--- src/rtl/mem_access_ctrl_pkg.sv ---
// Shared encodings for the load/store sequencer: op codes, FSM states, store-merge selects.
package mem_access_pkg;

    typedef logic [2:0] op_t;
    typedef logic [2:0] state_t;
    typedef logic [1:0] wr_sel_t;

    localparam op_t OP_LW = 3'd0;
    localparam op_t OP_LH = 3'd1;
    localparam op_t OP_LB = 3'd2;
    localparam op_t OP_SW = 3'd3;
    localparam op_t OP_SH = 3'd4;
    localparam op_t OP_SB = 3'd5;

    localparam state_t ST_IDLE  = 3'd0;
    localparam state_t ST_RD    = 3'd1;
    localparam state_t ST_LATCH = 3'd2;
    localparam state_t ST_WRITE = 3'd3;
    localparam state_t ST_DONE  = 3'd4;

    localparam wr_sel_t WR_WORD = 2'd0;
    localparam wr_sel_t WR_HALF = 2'd1;
    localparam wr_sel_t WR_BYTE = 2'd2;

    // Partial stores need the old word first, so they take the read path.
    function automatic logic is_rmw(op_t op);
        return (op == OP_SH) || (op == OP_SB);
    endfunction

endpackage

--- src/rtl/mem_access_ctrl_if.sv ---
// Control-unit / memory-side signal bundle of the load/store sequencer.
interface mem_access_ctrl_if;
    import mem_access_pkg::*;

    logic        start;
    op_t         op;
    logic [31:0] addr;
    logic [31:0] mdr_q;
    logic [31:0] mem_addr;
    logic        mem_rd;
    logic        mem_wr;
    logic        mdr_load;
    wr_sel_t     wr_sel;
    logic [31:0] load_data;
    logic        busy;
    logic        done;
    logic        fault;

    modport master (
        output start, op, addr, mdr_q,
        input  mem_addr, mem_rd, mem_wr, mdr_load, wr_sel, load_data, busy, done, fault
    );

    modport slave (
        input  start, op, addr, mdr_q,
        output mem_addr, mem_rd, mem_wr, mdr_load, wr_sel, load_data, busy, done, fault
    );

endinterface

--- src/rtl/mem_lat_counter.sv ---
// Read-latency down-counter: loaded with MEM_LAT-1 on request, flags zero when the read data is due.
module mem_lat_counter #(
    parameter int MEM_LAT = 1
) (
    input  logic clk,
    input  logic reset_n,
    input  logic load,
    input  logic dec,
    output logic zero
);

    localparam logic [2:0] INIT = 3'(MEM_LAT - 1);

    logic [2:0] cnt;

    always_ff @(posedge clk or negedge reset_n) begin
        if (!reset_n) begin
            cnt <= '0;
        end else if (load) begin
            cnt <= INIT;
        end else if (dec) begin
            cnt <= cnt - 3'd1;
        end
    end

    assign zero = (cnt == 3'd0);

endmodule

--- src/rtl/mem_access_ctrl.sv ---
// Multicycle load/store sequencer with read-modify-write for SH/SB.
// Optional build macro MEM_ALIGN_CHECK_EN rejects misaligned LW/SW/LH/SH with a fault pulse.
module mem_access_ctrl
    import mem_access_pkg::*;
#(
    parameter int MEM_LAT = 1
) (
    input  logic clk,
    input  logic reset_n,
    mem_access_ctrl_if.slave bus
);

    state_t      state;
    state_t      state_next;
    op_t         op_q;
    logic [31:0] addr_q;
    logic        fault_q;
    logic        misaligned;
    logic        accept;
    logic        reject;
    logic        cnt_load;
    logic        cnt_dec;
    logic        cnt_zero;

    function automatic logic [31:0] extract(op_t op, logic [31:0] w);
        case (op)
            OP_LW:   return w;
            OP_LH:   return {{16{w[15]}}, w[15:0]};
            OP_LB:   return {{24{w[7]}}, w[7:0]};
            default: return '0;
        endcase
    endfunction

    always_comb begin
        misaligned = 1'b0;
`ifdef MEM_ALIGN_CHECK_EN
        case (bus.op)
            OP_LW, OP_SW: misaligned = |bus.addr[1:0];
            OP_LH, OP_SH: misaligned = bus.addr[0];
            default:      misaligned = 1'b0;
        endcase
`else
        misaligned = 1'b0;
`endif
    end

    // Requests are only looked at in IDLE; anything arriving while busy is dropped.
    assign accept = (state == ST_IDLE) && bus.start && (bus.op <= OP_SB) && !misaligned;
    assign reject = (state == ST_IDLE) && bus.start && !accept;

    always_comb begin
        state_next = state;
        case (state)
            ST_IDLE:  if (accept) state_next = (bus.op == OP_SW) ? ST_WRITE : ST_RD;
            ST_RD:    if (cnt_zero) state_next = ST_LATCH;
            ST_LATCH: state_next = is_rmw(op_q) ? ST_WRITE : ST_DONE;
            ST_WRITE: state_next = ST_DONE;
            ST_DONE:  state_next = ST_IDLE;
            default:  state_next = ST_IDLE;
        endcase
    end

    assign cnt_load = accept && (bus.op != OP_SW);
    assign cnt_dec  = (state == ST_RD) && !cnt_zero;

    mem_lat_counter #(.MEM_LAT(MEM_LAT)) u_lat (
        .clk     (clk),
        .reset_n (reset_n),
        .load    (cnt_load),
        .dec     (cnt_dec),
        .zero    (cnt_zero)
    );

    always_ff @(posedge clk or negedge reset_n) begin
        if (!reset_n) begin
            state   <= ST_IDLE;
            op_q    <= OP_LW;
            addr_q  <= '0;
            fault_q <= 1'b0;
        end else begin
            state   <= state_next;
            fault_q <= reject;
            if (accept) begin
                op_q   <= bus.op;
                addr_q <= bus.addr;
            end
        end
    end

    // Strobes decode the registered state only, so reset drops them at once.
    assign bus.mem_addr  = addr_q;
    assign bus.mem_rd    = (state == ST_RD);
    assign bus.mem_wr    = (state == ST_WRITE);
    assign bus.mdr_load  = (state == ST_LATCH);
    assign bus.busy      = (state != ST_IDLE);
    assign bus.done      = (state == ST_DONE);
    assign bus.fault     = fault_q;
    assign bus.wr_sel    = (state != ST_WRITE) ? WR_WORD :
                           (op_q == OP_SH)     ? WR_HALF :
                           (op_q == OP_SB)     ? WR_BYTE : WR_WORD;
    assign bus.load_data = (state == ST_DONE) ? extract(op_q, bus.mdr_q) : '0;

endmodule
--- src/flat_wrapper.sv ---
// flat-port wrapper written by rule: the top's interface ports become plain ports
module mem_access_ctrl_flat import mem_access_pkg::*;
#(
    parameter int MEM_LAT = 1
)
  (clk, reset_n, bus_start, bus_op, bus_addr, bus_mdr_q, bus_mem_addr, bus_mem_rd, bus_mem_wr, bus_mdr_load, bus_wr_sel, bus_load_data, bus_busy, bus_done, bus_fault);
  mem_access_ctrl_if bus_i ();
  input  logic clk;
  input  logic reset_n;
  input wire logic [$bits(bus_i.start)-1:0] bus_start;
  input wire logic [$bits(bus_i.op)-1:0] bus_op;
  input wire logic [$bits(bus_i.addr)-1:0] bus_addr;
  input wire logic [$bits(bus_i.mdr_q)-1:0] bus_mdr_q;
  output wire logic [$bits(bus_i.mem_addr)-1:0] bus_mem_addr;
  output wire logic [$bits(bus_i.mem_rd)-1:0] bus_mem_rd;
  output wire logic [$bits(bus_i.mem_wr)-1:0] bus_mem_wr;
  output wire logic [$bits(bus_i.mdr_load)-1:0] bus_mdr_load;
  output wire logic [$bits(bus_i.wr_sel)-1:0] bus_wr_sel;
  output wire logic [$bits(bus_i.load_data)-1:0] bus_load_data;
  output wire logic [$bits(bus_i.busy)-1:0] bus_busy;
  output wire logic [$bits(bus_i.done)-1:0] bus_done;
  output wire logic [$bits(bus_i.fault)-1:0] bus_fault;
  assign bus_i.start = bus_start;
  assign bus_i.op = bus_op;
  assign bus_i.addr = bus_addr;
  assign bus_i.mdr_q = bus_mdr_q;
  assign bus_mem_addr = bus_i.mem_addr;
  assign bus_mem_rd = bus_i.mem_rd;
  assign bus_mem_wr = bus_i.mem_wr;
  assign bus_mdr_load = bus_i.mdr_load;
  assign bus_wr_sel = bus_i.wr_sel;
  assign bus_load_data = bus_i.load_data;
  assign bus_busy = bus_i.busy;
  assign bus_done = bus_i.done;
  assign bus_fault = bus_i.fault;
  mem_access_ctrl #(.MEM_LAT(MEM_LAT)) u_core (.clk(clk), .reset_n(reset_n), .bus(bus_i));
endmodule
--- config.mk ---
export PLATFORM = sky130hd
export DESIGN_NAME = mem_access_ctrl_flat
export DESIGN_NICKNAME = d
export VERILOG_FILES = /design/src/rtl/mem_access_ctrl_pkg.sv /design/src/rtl/mem_access_ctrl_if.sv /design/src/rtl/mem_lat_counter.sv /design/src/rtl/mem_access_ctrl.sv /design/src/flat_wrapper.sv
export SDC_FILE = /design/constraint.sdc
export NUM_CORES = 1
export LEC_CHECK = 0
export BUFFER_PORTS_ARGS = -buffer_cell sky130_fd_sc_hd__buf_2
export CAP_MARGIN = 15
export CORE_ASPECT_RATIO = 2
export CORE_MARGIN = 3
export CORE_UTILIZATION = 42
export CTS_BUF_LIST = sky130_fd_sc_hd__clkbuf_4 sky130_fd_sc_hd__clkbuf_8 sky130_fd_sc_hd__clkbuf_16
export DETAILED_ROUTE_END_ITERATION = 6
export GPL_ROUTABILITY_DRIVEN = 0
export GPL_TIMING_DRIVEN = 0
export PLACE_DENSITY = 0.8
export SKIP_LAST_GASP = 1
export SLEW_MARGIN = 10
export SYNTH_ARGS = -nofsm -noshare
export SYNTH_HDL_FRONTEND = slang
export SYNTH_SLANG_ARGS = --single-unit
--- constraint.sdc ---
create_clock -name clk -period 2.35 [get_ports clk]
set_input_delay 0.235 -clock clk [delete_from_list [all_inputs] [get_ports clk]]
set_output_delay 0.235 -clock clk [all_outputs]
set_load 0.01 [all_outputs]
# After elaboration in Yosys (flattened, before gate mapping)
# Index checks and enable logic that the tools add are counted.
# word_totals
mem_count	0
output_inout_bits	72
latch_bits	0
ramBits	0
regBits	42
word_cells	46
romBits	0
inputBits	70
# op_classes
n_reduce_logical	14
mul	0
n_lt_le_gt_ge	1
shifts	0
div_mod_pow	0
bitwise_logic	0
n_eq_ne	13
mux	12
addsub	1
# op_table
operator	n
32-bit case mux with 3 select lines	1
32-bit 2-to-1 mux	1
3-bit 2-to-1 mux	5
3-bit by 2-bit equality test with 1-bit output (second input constant)	4
3-bit case mux with 4 select lines	1
3-bit equality test (second input constant)	3
3-bit zero test	3
2-bit 2-to-1 mux	4
3-bit by 1-bit equality test with 1-bit output (second input constant)	2
3-bit by 2-bit inequality test with 1-bit output (second input constant)	2
1-bit logical AND	5
2-bit by 1-bit inequality test with 1-bit output (second input constant)	2
3-bit <= comparator (second input constant)	1
3-bit nonzero test	1
3-bit by 1-bit subtractor with 3-bit output (second input constant)	1
1-bit zero test	2
2-bit AND reduction	1
2-bit nonzero test	1
1-bit logical OR	1

# Logic depth before layout (Yosys ltp)
# depth
word_depth	5
mapped_depth	6
depth_no_buf	5

# By module
# From an unflattened synthesis, not the netlist that was laid out.
# hier_totals
cells_unflattened	199
hier_area_um2	2280.9
# by_module_without_submodules
module	area_per_inst_um2	seq_area_each_um2	cells_each	n_inst
mem_access_ctrl	2114.5	975.9	183	1
mem_lat_counter	166.4	75.1	16	1

# Worst setup path before layout
# OpenSTA, ideal clock, no wires.
# synth_timing
path_type	register to register
start	register u_core.state[1]
end	register u_core.addr_q[0], in the netlist u_core.bus.mem_addr[0]
path_stages_with_launch	7
t_arrival_ns	1.763
required_ns	2.225
period_less_slack_ns	1.888
n_path_buf	3
setup_slack_ns	0.462
setup_ns	0.125
path_cell_list	dfrtp_1 or4b_1 buf_2 nand2b_4 buf_6 buf_6 mux2_4
# synth_via
elab_chain_cells	3
# synth_rtl
element	line	text
start: declaration	mem_access_ctrl.sv:13	state_t state;
start signal: assignment	mem_access_ctrl.sv:81	state <= state_next;
3-bit zero test	mem_access_ctrl.sv:48	assign accept = (state == ST_IDLE) && bus.start && (bus.op <= OP_SB) && !misaligned;
1-bit logical AND (2 in series)	mem_access_ctrl.sv:48	
end signal: assignment	mem_access_ctrl.sv:85	addr_q <= bus.addr;
end: declaration	mem_access_ctrl.sv:16	logic [31:0] addr_q;
# No other way between the ends.
# A chain may end at the register's enable or synchronous reset.

# Worst setup path after layout
# layout_timing
start	register u_core.op_q[1]
end	output bus_load_data[30]
# layout_via
elab_chain_cells	3
word_cells_on_any_way	5
cone_classes	2 x eq/ne; 2 x mux; 1 x reduce/logical
# layout_rtl
element	line	text
start: declaration	mem_access_ctrl.sv:15	op_t op_q;
start signal: assignment	mem_access_ctrl.sv:84	op_q <= bus.op;
3-bit by 2-bit equality test with 1-bit output, or another cell as far along	mem_access_ctrl.sv:26	case (op)
32-bit case mux with 3 select lines (*)	mem_access_ctrl.sv:26	
32-bit 2-to-1 mux (*)	mem_access_ctrl.sv:101	assign bus.load_data = (state == ST_DONE) ? extract(op_q, bus.mdr_q) : '0;
end: declaration	flat_wrapper.sv:19	output wire logic [$bits(bus_i.load_data)-1:0] bus_load_data;
# Mark *: on every way between the ends. The rest lies on a longest branch, timed or not.

==> flow_summary.toml <==
[pwr]
vdd_drop_max_mv = 0.8668
p_int_mw = 2.313
netSwitchingPower_mw = 1.391
p_per_area_nw_per_um2 = 1194
p_leak_nw = 1.722
total_power_mw = 3.704
power_frac_seq_pct = 35.5
comb_power_share_pct = 51.1
p_clk_share_pct = 13.4
switching_share_pct = 37.56

[placement]
io_buffers = 141
dpl_cell_area_um2 = 2987
hpwl_mm = 4.958

[global_route]
grt_max_degree = 43
grt_pass1_wl_mm = 9.749
overflow = 0
grt_pass1_vias = 2120
gr-usage-all-layers_pct = 20.26
antenna_found_initial = 0

[timing]
period_minus_slack_ns = 2.156
slew_violations = 0
hold_viol_final = 0
rsz0062_at_grt = "false"
relSlewSlack_pct = 40.77
fin_setup_tns_ns = 0
finalCritPeriodShare_pct = 91.73
skew_ns = 0.008891
clock.fmax_mhz = 463.9
hold_slack_ns = 0.05515
worstMarginPinSlew_ns = 0.8885
setup_violations = 0

[route]
wl_met3_um = 525
avgViaCountPerCell = 5.050
top_layer_used = "met4"
drt-initial-drc-count = 74
wl_met1_mm = 1.898
ant_nets = 0
drc = 0
wl_per_cell_um = 14.84
vias = 2040
wirelength_mm = 5.995
firstDrtPassIters = 4
met2_length_mm = 3.432

[run_status]
run_status = "finished, final reports clean"

[layout]
diodes = 0
syn_to_final_growth_pct = 40.43
finalInstanceArea_um2 = 3103
drive_above_1_share_pct = 56.48
final_nets = 418
layout_commonest_cell = "buf_2"
regArea_um2 = 1051
multi_input_area_um2 = 1084
final_cell_mix = "buf_2 (142), dfrtp_1 (42), a21oi_1 (28), mux2_4 (28), nand2_1 (27)"
fillers = 422

[setup_path]
worstPathArrival_ns = 1.92
worstSetupPathType = "flop to primary output"
end_kind = "primary output"
startpoint = "u_core.op_q[1]"
crit_required_ns = 2.12
r2r-start = "u_core.state[1]"
critPathLaunchType = "flop"
rrSetupSlack_ns = 0.34
path_max_fanout = 10

[synth]
synth_top_cell_area_share_pct = 47.57
avgSynthCellArea_um2 = 11.16
synthArstFlopShare_pct = 100.0
synth_nets = 270
synth_area_leaders = "dfrtp_1 (48%), mux2_4 (19%), a21oi_1 (6.3%)"
synth_largest_area_cell = "dfrtp_1"
synth_cell_types = 32
synth_seq_area_share_pct = 47.57
synth_edf_count = 0
syn-cell-area_um2 = 2210
yosysWarnings = 0
synth_cells = 198
synth-seq-cells = 42
synthFlopType = "dfrtp_1"

[clock_tree]
clock-root-buffer = "clkbuf_8"
clkLatencyLatePin_ns = 0.30
postCtsSetupRepairBufs = 0
cts_buffers = 5
cts_tree = "done"
cts_buffer_depth = 2
holdBufCountCts = 0
htreeDepth = 2
clkTransAtPathRegs_ns = 0.08
clock-sinks = 42

[floorplanning]
dieArea_um2 = 6220
die_height_um = 108.6
start_util_pct = 44.19
core_um2 = 5000
io_pins = 142
rows = 36
die-width_um = 57.29

[run]
maxCapViolations = 0

[worst_hold_path]
hold_path.class = "input port to async pin"
what timing repair did:
action,in CTS,in global routing
endpoints found under the hold margin,0,0
gates resized for setup,1,10
endpoints found under the setup margin,10,20
worst max-delay path, cell delays in order (launching register included):
cell	delay, ns
dfrtp_1	0.36
clkbuf_1	0.23
nand3b_1	0.23
a21o_1	0.27
clkbuf_2	0.21
a21oi_1	0.18
buf_2	0.16
stage by stage:
stage	util, %	setup WS (ns)	std cells
after detailed placement	59.73	0.1649	396
after global routing	62.06	0.01546	404
after global placement	59.73	0.2049	396
final	62.06	0.1944	404
after floorplan	-	0.4618	198
after CTS	61.74	0.03315	404
path summary, 6_finish.rpt:
| check | endpoint | cells after the start |
|---|---|---|
| setup / recovery | bus_load_data[30] | 6 |
| hold / removal | u_core.state[2] | 1 |
| setup reg to reg | u_core.bus.mem_addr[26] | 6 |
| hold reg to reg | u_core.bus.mem_addr[27] | 1 |
| max in group asynchronous | u_core.bus.mem_addr[30] | 1 |
| min in group clk | u_core.bus.mem_addr[31] | 2 |
registers in the layout (all words and copies together), names as in the netlist:
name,cells
u_core.op_q,3
u_core.bus.fault,1
u_core.state,3
u_core.bus.mem_addr,32
u_core.u_lat.cnt,3
cell families (layout without fill, tap and decap cells):
family	count (synthesis)	after routing	share of synthesized area, %
AOI/OAI and AO/OA	36	36	9.173
and+or+nand+nor	68	68	15.97
muxes	34	34	22.03
buffers and inverters	16	165	4.133
adders and majority gates	2	2	1.132
DFF	42	42	47.57
synth_stat cells, drive strengths merged (2+ instances only):
master	count
a21oi	28
clkbuf	6
dfrtp	42
nor2b	2
mux2	33
o22a	2
and2	10
nand2b	3
nand3	3
o21ai	3
nor3b	2
or3	2
nor2	10
nand2	27
nand3b	2
buf	5
inv	5
ha	2
final cells by class:
type	instances	share of cell area, %
clock buffers	7	2.903
clock inverters	1	0.1613
inverters	5	0.6048
flip-flops and latches	42	33.87
well taps	57	2.298
repair buffers	141	22.74
multi-input cells	140	34.92
plain buffers	11	2.500
power groups by stage:
stage / combinational [mW] / clock, mW / sequential, mW
3_3_place_gp: 1.84 / 0 / 1.30
3_5_place_dp: 1.90 / 0 / 1.31
6_report: 1.89 / 0.496 / 1.31
2_1_floorplan: 1.12 / 0 / 1.42
4_1_cts: 1.91 / 0.503 / 1.31
5_1_grt: 2.08 / 0.525 / 1.37
layer usage:
layer | GRT usage [%] | vias up
met5 | 0 | -
met4 | 9.784 | 0
met3 | 4.182 | 11
met2 | 40.18 | 111
met1 | 18.51 | 946
li1 | - | 972
Power figures use the tool's default switching activity.
